===== src/rtl/spart_pkg.sv =====
// Shared SPART definitions: receiver state encoding, bus register map and
// status-register bit positions.
package spart_pkg;

  typedef enum logic [2:0] {
    IDLE,
    START,
    DATA,
    STOP,
    BREAK
  } rx_state_t;

  localparam logic [1:0] ADDR_DATA   = 2'b00;
  localparam logic [1:0] ADDR_STATUS = 2'b01;

  localparam int STAT_RDA = 0;
  localparam int STAT_FE  = 1;
  localparam int STAT_OE  = 2;

endpackage : spart_pkg


===== src/rtl/spart_sync2.sv =====
// Two-flop synchronizer for the asynchronous RxD line; resets to the idle
// (high) level so a reset never looks like a start bit.
module spart_sync2 (
  input  logic clk,
  input  logic rst,
  input  logic d,
  output logic q
);

  logic meta;

  // NOTE: sequential state uses non-blocking assignments so both flops
  // sample their inputs from before the edge and form a true 2-stage chain.
  always_ff @(posedge clk or posedge rst) begin
    if (rst) begin
      meta <= 1'b1;
      q    <= 1'b1;
    end else begin
      meta <= d;
      q    <= meta;
    end
  end

endmodule : spart_sync2


===== src/rtl/spart_receive.sv =====
// SPART receive half: oversampled 8N1 frame recovery on the shared baud tick,
// with a one-byte holding register and RDA/FE/OE status readable over IOADDR.
module spart_receive
  import spart_pkg::*;
#(
  parameter int OVERSAMPLE = 16,
  parameter int MID        = OVERSAMPLE / 2 - 1
) (
  input  logic       clk,
  input  logic       rst,
  input  logic       RxD,
  input  logic       Enable,
  input  logic       IORW,
  input  logic [1:0] IOADDR,
  output logic [7:0] DATA_OUT,
  output logic       RDA
);

  localparam int TW = $clog2(OVERSAMPLE);
  localparam logic [TW-1:0] TICK_LAST = TW'(OVERSAMPLE - 1);
  localparam logic [TW-1:0] TICK_MID  = TW'(MID);

  logic            rxd_s;
  rx_state_t       state, state_nxt;
  logic [TW-1:0]   tick_cnt, tick_nxt;
  logic [2:0]      bit_cnt, bit_nxt;
  logic [7:0]      shift, shift_nxt;
  logic [7:0]      rx_data;
  logic            fe, oe;
  logic            frame_ok, frame_fe;
  logic            rd_data, rd_status;

  spart_sync2 u_sync (
    .clk (clk),
    .rst (rst),
    .d   (RxD),
    .q   (rxd_s)
  );

  assign rd_data   = IORW && (IOADDR == ADDR_DATA);
  assign rd_status = IORW && (IOADDR == ADDR_STATUS);

  // NOTE: every signal written here gets a default first, so no path through
  // the case can leave one unassigned and infer a latch.
  always_comb begin
    state_nxt = state;
    tick_nxt  = tick_cnt;
    bit_nxt   = bit_cnt;
    shift_nxt = shift;
    frame_ok  = 1'b0;
    frame_fe  = 1'b0;
    if (Enable) begin
      case (state)
        IDLE: begin
          if (!rxd_s) begin
            state_nxt = START;
            tick_nxt  = '0;
          end
        end
        START: begin
          if (tick_cnt == TICK_MID) begin
            // Line still low at mid-bit: a real start bit, else a glitch.
            tick_nxt  = '0;
            bit_nxt   = '0;
            state_nxt = rxd_s ? IDLE : DATA;
          end else begin
            tick_nxt = tick_cnt + 1'b1;
          end
        end
        DATA: begin
          if (tick_cnt == TICK_LAST) begin
            shift_nxt = {rxd_s, shift[7:1]};
            bit_nxt   = bit_cnt + 1'b1;
            tick_nxt  = '0;
            if (bit_cnt == 3'd7) state_nxt = STOP;
          end else begin
            tick_nxt = tick_cnt + 1'b1;
          end
        end
        STOP: begin
          if (tick_cnt == TICK_LAST) begin
            tick_nxt = '0;
            bit_nxt  = '0;
            if (rxd_s) begin
              frame_ok  = 1'b1;
              state_nxt = IDLE;
            end else begin
              frame_fe  = 1'b1;
              state_nxt = BREAK;
            end
          end else begin
            tick_nxt = tick_cnt + 1'b1;
          end
        end
        BREAK: begin
          if (rxd_s) state_nxt = IDLE;
        end
        default: begin
          state_nxt = IDLE;
          tick_nxt  = '0;
          bit_nxt   = '0;
        end
      endcase
    end
  end

  always_ff @(posedge clk or posedge rst) begin
    if (rst) begin
      state    <= IDLE;
      tick_cnt <= '0;
      bit_cnt  <= '0;
      shift    <= '0;
    end else begin
      state    <= state_nxt;
      tick_cnt <= tick_nxt;
      bit_cnt  <= bit_nxt;
      shift    <= shift_nxt;
    end
  end

  // Setting a flag takes priority over the read that would clear it, so a
  // completion or error on the same edge as a read is never lost.
  always_ff @(posedge clk or posedge rst) begin
    if (rst) begin
      rx_data <= '0;
      RDA     <= 1'b0;
      fe      <= 1'b0;
      oe      <= 1'b0;
    end else begin
      if (frame_ok) rx_data <= shift;

      if (frame_ok)     RDA <= 1'b1;
      else if (rd_data) RDA <= 1'b0;

      if (frame_ok && RDA && !rd_data) oe <= 1'b1;
      else if (rd_status)              oe <= 1'b0;

      if (frame_fe)       fe <= 1'b1;
      else if (rd_status) fe <= 1'b0;
    end
  end

  always_comb begin
    DATA_OUT = 8'h00;
    if (rd_data) begin
      DATA_OUT = rx_data;
    end else if (rd_status) begin
      DATA_OUT[STAT_RDA] = RDA;
      DATA_OUT[STAT_FE]  = fe;
      DATA_OUT[STAT_OE]  = oe;
    end
  end

endmodule : spart_receive


===== config.mk =====
export PLATFORM = sky130hd
export DESIGN_NAME = spart_receive
export DESIGN_NICKNAME = d
export VERILOG_FILES = /design/src/rtl/spart_pkg.sv /design/src/rtl/spart_sync2.sv /design/src/rtl/spart_receive.sv
export SDC_FILE = /design/constraint.sdc
export NUM_CORES = 1
export LEC_CHECK = 0
export CAP_MARGIN = 40
export CORE_ASPECT_RATIO = 0.75
export CORE_MARGIN = 3
export CORE_UTILIZATION = 40
export DETAILED_ROUTE_END_ITERATION = 8
export GPL_ROUTABILITY_DRIVEN = 0
export HOLD_SLACK_MARGIN = 0.02
export SKIP_CTS_REPAIR_TIMING = 1
export SLEW_MARGIN = 20
export SYNTH_ARGS = -nofsm -noshare
export SYNTH_HDL_FRONTEND = slang
export SYNTH_SLANG_ARGS = --single-unit

===== constraint.sdc =====
create_clock -name clk -period 1.81 [get_ports clk]
set_input_delay 0.4525 -clock clk [delete_from_list [all_inputs] [get_ports clk]]
set_output_delay 0.4525 -clock clk [all_outputs]
set_load 0.005 [all_outputs]

== After elaboration in Yosys (flattened, before gate mapping) ==
Cells that the tools add are included.
Operators by class
  add/subtract/negate cells: 2
  equal/unequal tests: 14
  muxes and demuxes: 33
  bitwise gates (word level): 2
  reductions and logical operators: 16
Operators by type and width (number)
  two-way mux 3 bit: 12
  case mux 4 bit (4 select lines): 1
  case mux 3 bit (5 select lines): 1
  two-way mux 1 bit: 13
  two-way mux 4 bit: 3
  case mux 3 bit (4 select lines): 1
  != test 2 bit, second input constant: 5
  AND reduction 7 bit: 1
  equality test 3 x 2 -> 1 bit, second input constant: 2
  equality test 3 bit, second input constant: 2
  AND reduction 3 bit: 2
  nonzero test 2 bit: 3
  two-way mux 5 bit: 1
  AND reduction 5 bit: 1
  adder 4 x 1 -> 4 bit, second input constant: 1
  equality test 4 x 3 -> 1 bit, second input constant: 1
  equality test 4 bit, second input constant: 1
  logical AND 1 bit: 4
  OR reduction 2 bit: 2
  adder 3 x 1 -> 3 bit, second input constant: 1
  equality test 3 x 1 -> 1 bit, second input constant: 1
  zero test 3 bit: 1
  equality test 2 x 1 -> 1 bit, second input constant: 1
  zero test 2 bit: 1
  other kinds (4): 5
Word-level totals
  register bits after elaboration: 31
  input port bits: 7
  output and inout bits: 9

== Longest topological paths before layout ==
  depth in word-level cells: 7
  gate-level depth with buffers: 5
  depth with buffers taken out: 5

== Cells and area by module ==
From an unflattened synthesis, not the netlist that was laid out.
Second synthesis, totals
  cell total of the unflattened synthesis: 131
  area total of the unflattened synthesis: 1541.5 um^2
By module, submodules not included
  spart_receive: instances 1, cells an instance 128, area each 1485.2 um^2
  spart_sync2: instances 1, cells an instance 3, area each 56.3 um^2

== Least setup slack after synthesis ==
Ideal clock, no wire load.
  path kind: register to register
  start: register tick_cnt[0]
  end: register shift[0]
  setup time: 125 ps
  data arrival time: 1433 ps
  required time: 1685 ps
  slack: 252 ps
  cell stages (with the launch flop): 6
  clock period less this slack: 1558 ps
  path through: dfrtp_1 -> ha_1 -> nand3_1 -> nor3_1 -> buf_4 -> mux2_2
On the way
  word-level cells in the longest chain between the ends: 2
RTL lines
  start, declared: RTL line spart_receive.sv:25  | logic [TW-1:0] tick_cnt, tick_nxt;
  start signal, assigned: RTL line spart_receive.sv:115  | tick_cnt <= tick_nxt;
  equality test 4 bit: RTL line spart_receive.sv:71  | if (tick_cnt == TICK_LAST) begin
  AND reduction 3 bit (no line)
  end signal, assigned: RTL line spart_receive.sv:117  | shift <= shift_nxt;
  end, declared: RTL line spart_receive.sv:27  | logic [7:0] shift, shift_nxt;
Every way passes these cells.
A chain may end at the register's enable or synchronous reset.

== Final worst setup path ==
  start: input port IOADDR[1]
  end: output port DATA_OUT[7]
On the way
  word-level cells in the longest chain between the ends: 3
RTL lines
  start, declared: RTL line spart_receive.sv:14  | input logic [1:0] IOADDR,
  zero test 2 bit: RTL line spart_receive.sv:40  | assign rd_data = IORW && (IOADDR == ADDR_DATA);
  logical AND 1 bit: RTL line spart_receive.sv:40
  two-way mux 5 bit: RTL line spart_receive.sv:145  | if (rd_data) begin
  end, declared: RTL line spart_receive.sv:15  | output logic [7:0] DATA_OUT,
Every way passes these cells.

==> reports/results.ini <==
[floorplanning]
core_area_sq_mm = 0.00338
die_h_um = 58.1
num_rows = 18
dieArea_sq_mm = 0.00439
initial_core_util_pct = 42.9
pin_count = 16
dieWidth_um = 75.5

[sta]
fin_crit_sh_pct = 93.3
fmax_ghz = 0.592
setup_viol = 0
worstMarginPinSlew_ns = 0.499
fin_skew_ns = 0.00620
slew_headroom_pct = 66.5
maxSlewViolCount = 0
min_period_ns = 1.69
hold_viol = 0
grt_setup_unrepaired = no

[power_and_ir_drop]
max-vdd-ir-drop_v = 0.000532
intPower_mw = 1.23
pwr-share-clk_pct = 35.1
swShare_pct = 27.0
sequentialPowerShare_pct = 49.1
leakage_nw = 0.999
pwr-share-comb_pct = 15.8
power.total_mw = 1.68
p_switching_mw = 0.454
p_per_area_mw_per_mm2 = 916

[cts]
cts_tree = built
clk_latency_ns = 0.28
cts_sinks = 31
cts_buffer_depth = 2
cts.clk_slew.worst_paths_ns = 0.06
htreeDepth = 2
cts_root_buffer = clkbuf_8
cts_buffers = 5

[routing]
drt_first_pass_iters = 4
drcViolationCount = 0
drtIter0Drc = 62
detail_route.wl_per_cell_um = 13.4
routed_via_density = 5.09
wl_mm = 2.57
drtAntennaViolNets = 0
num_vias = 978

[global_routing]
grt_pass1_wl_mm = 4.43
antenna_found_initial = 0
first_global_vias = 974
grt_usage_pct = 13.3
globalRouteOverflowTotal = 0
grt_max_degree = 32

[synth]
ys.warnings.count = 0
syn_area_per_cell_sq_um = 11.8
ys_top_cells_by_area = dfrtp_1 (50%), mux2_2 (13%), dfstp_2 (3.6%)
ys.flop_type = dfrtp_1
synth_edf_count = 0
synth.cell_area_sq_mm = 0.00145
ys_types = 31
synth_nets = 133
yosysSeqAreaShare_pct = 53.7
async_reset_ff_share_pct = 100
ys_ff_latch = 31
synth_largest_area_cell = dfrtp_1
netlist_instances = 123
synth_top_area_share_pct = 50.1

[setup_path]
critPathCaptureType = output pin
crit_chain = dlymetal6s2s_1 > nand2b_4 > nor2_4 > buf_6 > and2_4 > clkbuf_2
path_max_fanout = 4
worst_path_max_delay_cell = nor2_4
slowest_delay_ns = 0.16
crit_path_start_kind = primary input
cp.arrival_ns = 1.24
rr_startpoint = tick_cnt[0]
critPathBufInv = 3
crit_required_ns = 1.36
startpoint = IOADDR[1]
crit_family = simple AND/OR/NAND/NOR gates
worstSetupPathType = primary input to output pin

[flow_run]
cap_violations = 0

[min_path]
min_path_type = register to register
hold_path_startpoint = u_sync.meta

[outcome]
status = finished clean

[cells_and_area]
drive_above_1_share_pct = 30.9
antenna_cells = 0
n_fill_cell = 297
area_growth_pct = 26.5
final_util_pct = 54.3
fin_nets = 161

[placement]
post-dp-hpwl_mm = 1.85
portBuffers = 15

per-stage QoR:
| step | cell area [sq um] | TNS (ns) | instances | hold WS (ns) | setup WS, ns |
|---|---|---|---|---|---|
| after global routing | 1830 | 0 | 192 | 0.359 | 0.0155 |
| final | 1830 | 0 | 192 | 0.356 | 0.122 |
| after global placement | 1690 | -5.60 | 182 | 0.347 | -0.561 |
| after floorplan | 1450 | 0 | 123 | 0.345 | 0.252 |
| after detailed placement | 1690 | -6.30 | 182 | 0.348 | -0.619 |
| after CTS | 1790 | -4.48 | 190 | 0.358 | -0.627 |
sequential cells by signal (all words and copies together) (netlist names), 3 cells and up:
name      count
bit_cnt       3
shift         8
tick_cnt      4
state         3
rx_data       8
cell usage after synthesis (all sizes together), types with 3 or more instances:
master and number:
inv 5, mux2 18, dfrtp 29, nand2 8
ha 3, nand3 4, a22o 3, o21ai 9
mux2i 4, and2 6, nor2 10
cell families (layout without fill, tap and decap cells):
logic type,after synthesis,in the layout,share of synthesized area [%]
flops,31,31,53.7
buf+inv,9,38,2.94
fa+ha+maj,3,3,2.59
simple gates,39,39,15.5
mux,22,22,16.8
compound gates,19,19,8.55
per-layer routing:
metal | track usage (%) | part of all wire, % | vias to the layer above | routed length, um
li1 | - | - | 486 | -
met1 | 19.1 | 50 | 463 | 1290
met2 | 19.1 | 42 | 24 | 1090
met3 | 4.68 | 6.1 | 5 | 158
met4 | 3.74 | 1.1 | 0 | 29
met5 | 0 | 0 | - | 0
worst paths after layout:
path                                    end  slack, ns  cells past startpoint
worst max-delay path            DATA_OUT[7]       0.12                      6
worst min-delay path               u_sync.q       0.36                      0
worst max register to register   rx_data[0]       0.16                      5
worst min register to register     u_sync.q       0.36                      0
max in group asynchronous       u_sync.meta       0.94                      3
min in group asynchronous        rx_data[6]       0.55                      3
layout by cell type, fill, tap and decap left out, types with 2 or more instances in the layout:
| cell | netlist | final |
|---|---|---|
| buf_4 | 2 | 8 |
| clkbuf_2 | 1 | 3 |
| o21ai_0 | 9 | 9 |
| mux2i_1 | 4 | 4 |
| dfstp_2 | 2 | 2 |
| mux2_2 | 17 | 17 |
| clkbuf_8 | 0 | 7 |
| nand2_1 | 7 | 7 |
| a22o_1 | 3 | 3 |
| ha_1 | 3 | 3 |
| buf_6 | 0 | 2 |
| nor2_1 | 10 | 9 |
| dfrtp_1 | 29 | 29 |
| dlymetal6s2s_1 | 0 | 8 |
| and2_4 | 0 | 2 |
| o31ai_1 | 2 | 2 |
| nand3_1 | 4 | 4 |
| o22ai_1 | 2 | 2 |
| a21oi_1 | 2 | 2 |
| inv_1 | 5 | 5 |
| clkdlybuf4s50_1 | 0 | 4 |
| and2_1 | 6 | 4 |
cell type report:
class | instances | area, sq um | share of cell area (%)
clock buffer | 8 | 100 | 5.46
timing repair buffer | 25 | 238 | 13.0
tap | 40 | 50.0 | 2.73
inverter | 5 | 18.8 | 1.02
multi-input combinational | 83 | 648 | 35.4
sequential | 31 | 778 | 42.5
worst reg2reg max path: cells and delay by family (launching register included):
| kind | cells | cell delay [ns] |
|---|---|---|
| adders and majority gates | 1 | 0.23 |
| DFF | 1 | 0.38 |
| muxes | 1 | 0.35 |
| and+or+nand+nor | 3 | 0.57 |
power by group through the flow:
stage	registers [mW]	logic (mW)	clock network [mW]
2_1_floorplan	0.806	0.219	0
3_3_place_gp	0.835	0.255	0
3_5_place_dp	0.836	0.262	0
4_1_cts	0.824	0.264	0.605
5_1_grt	0.836	0.307	0.635
6_report	0.825	0.266	0.590
No activity file was read; power rests on OpenSTA's default activity.
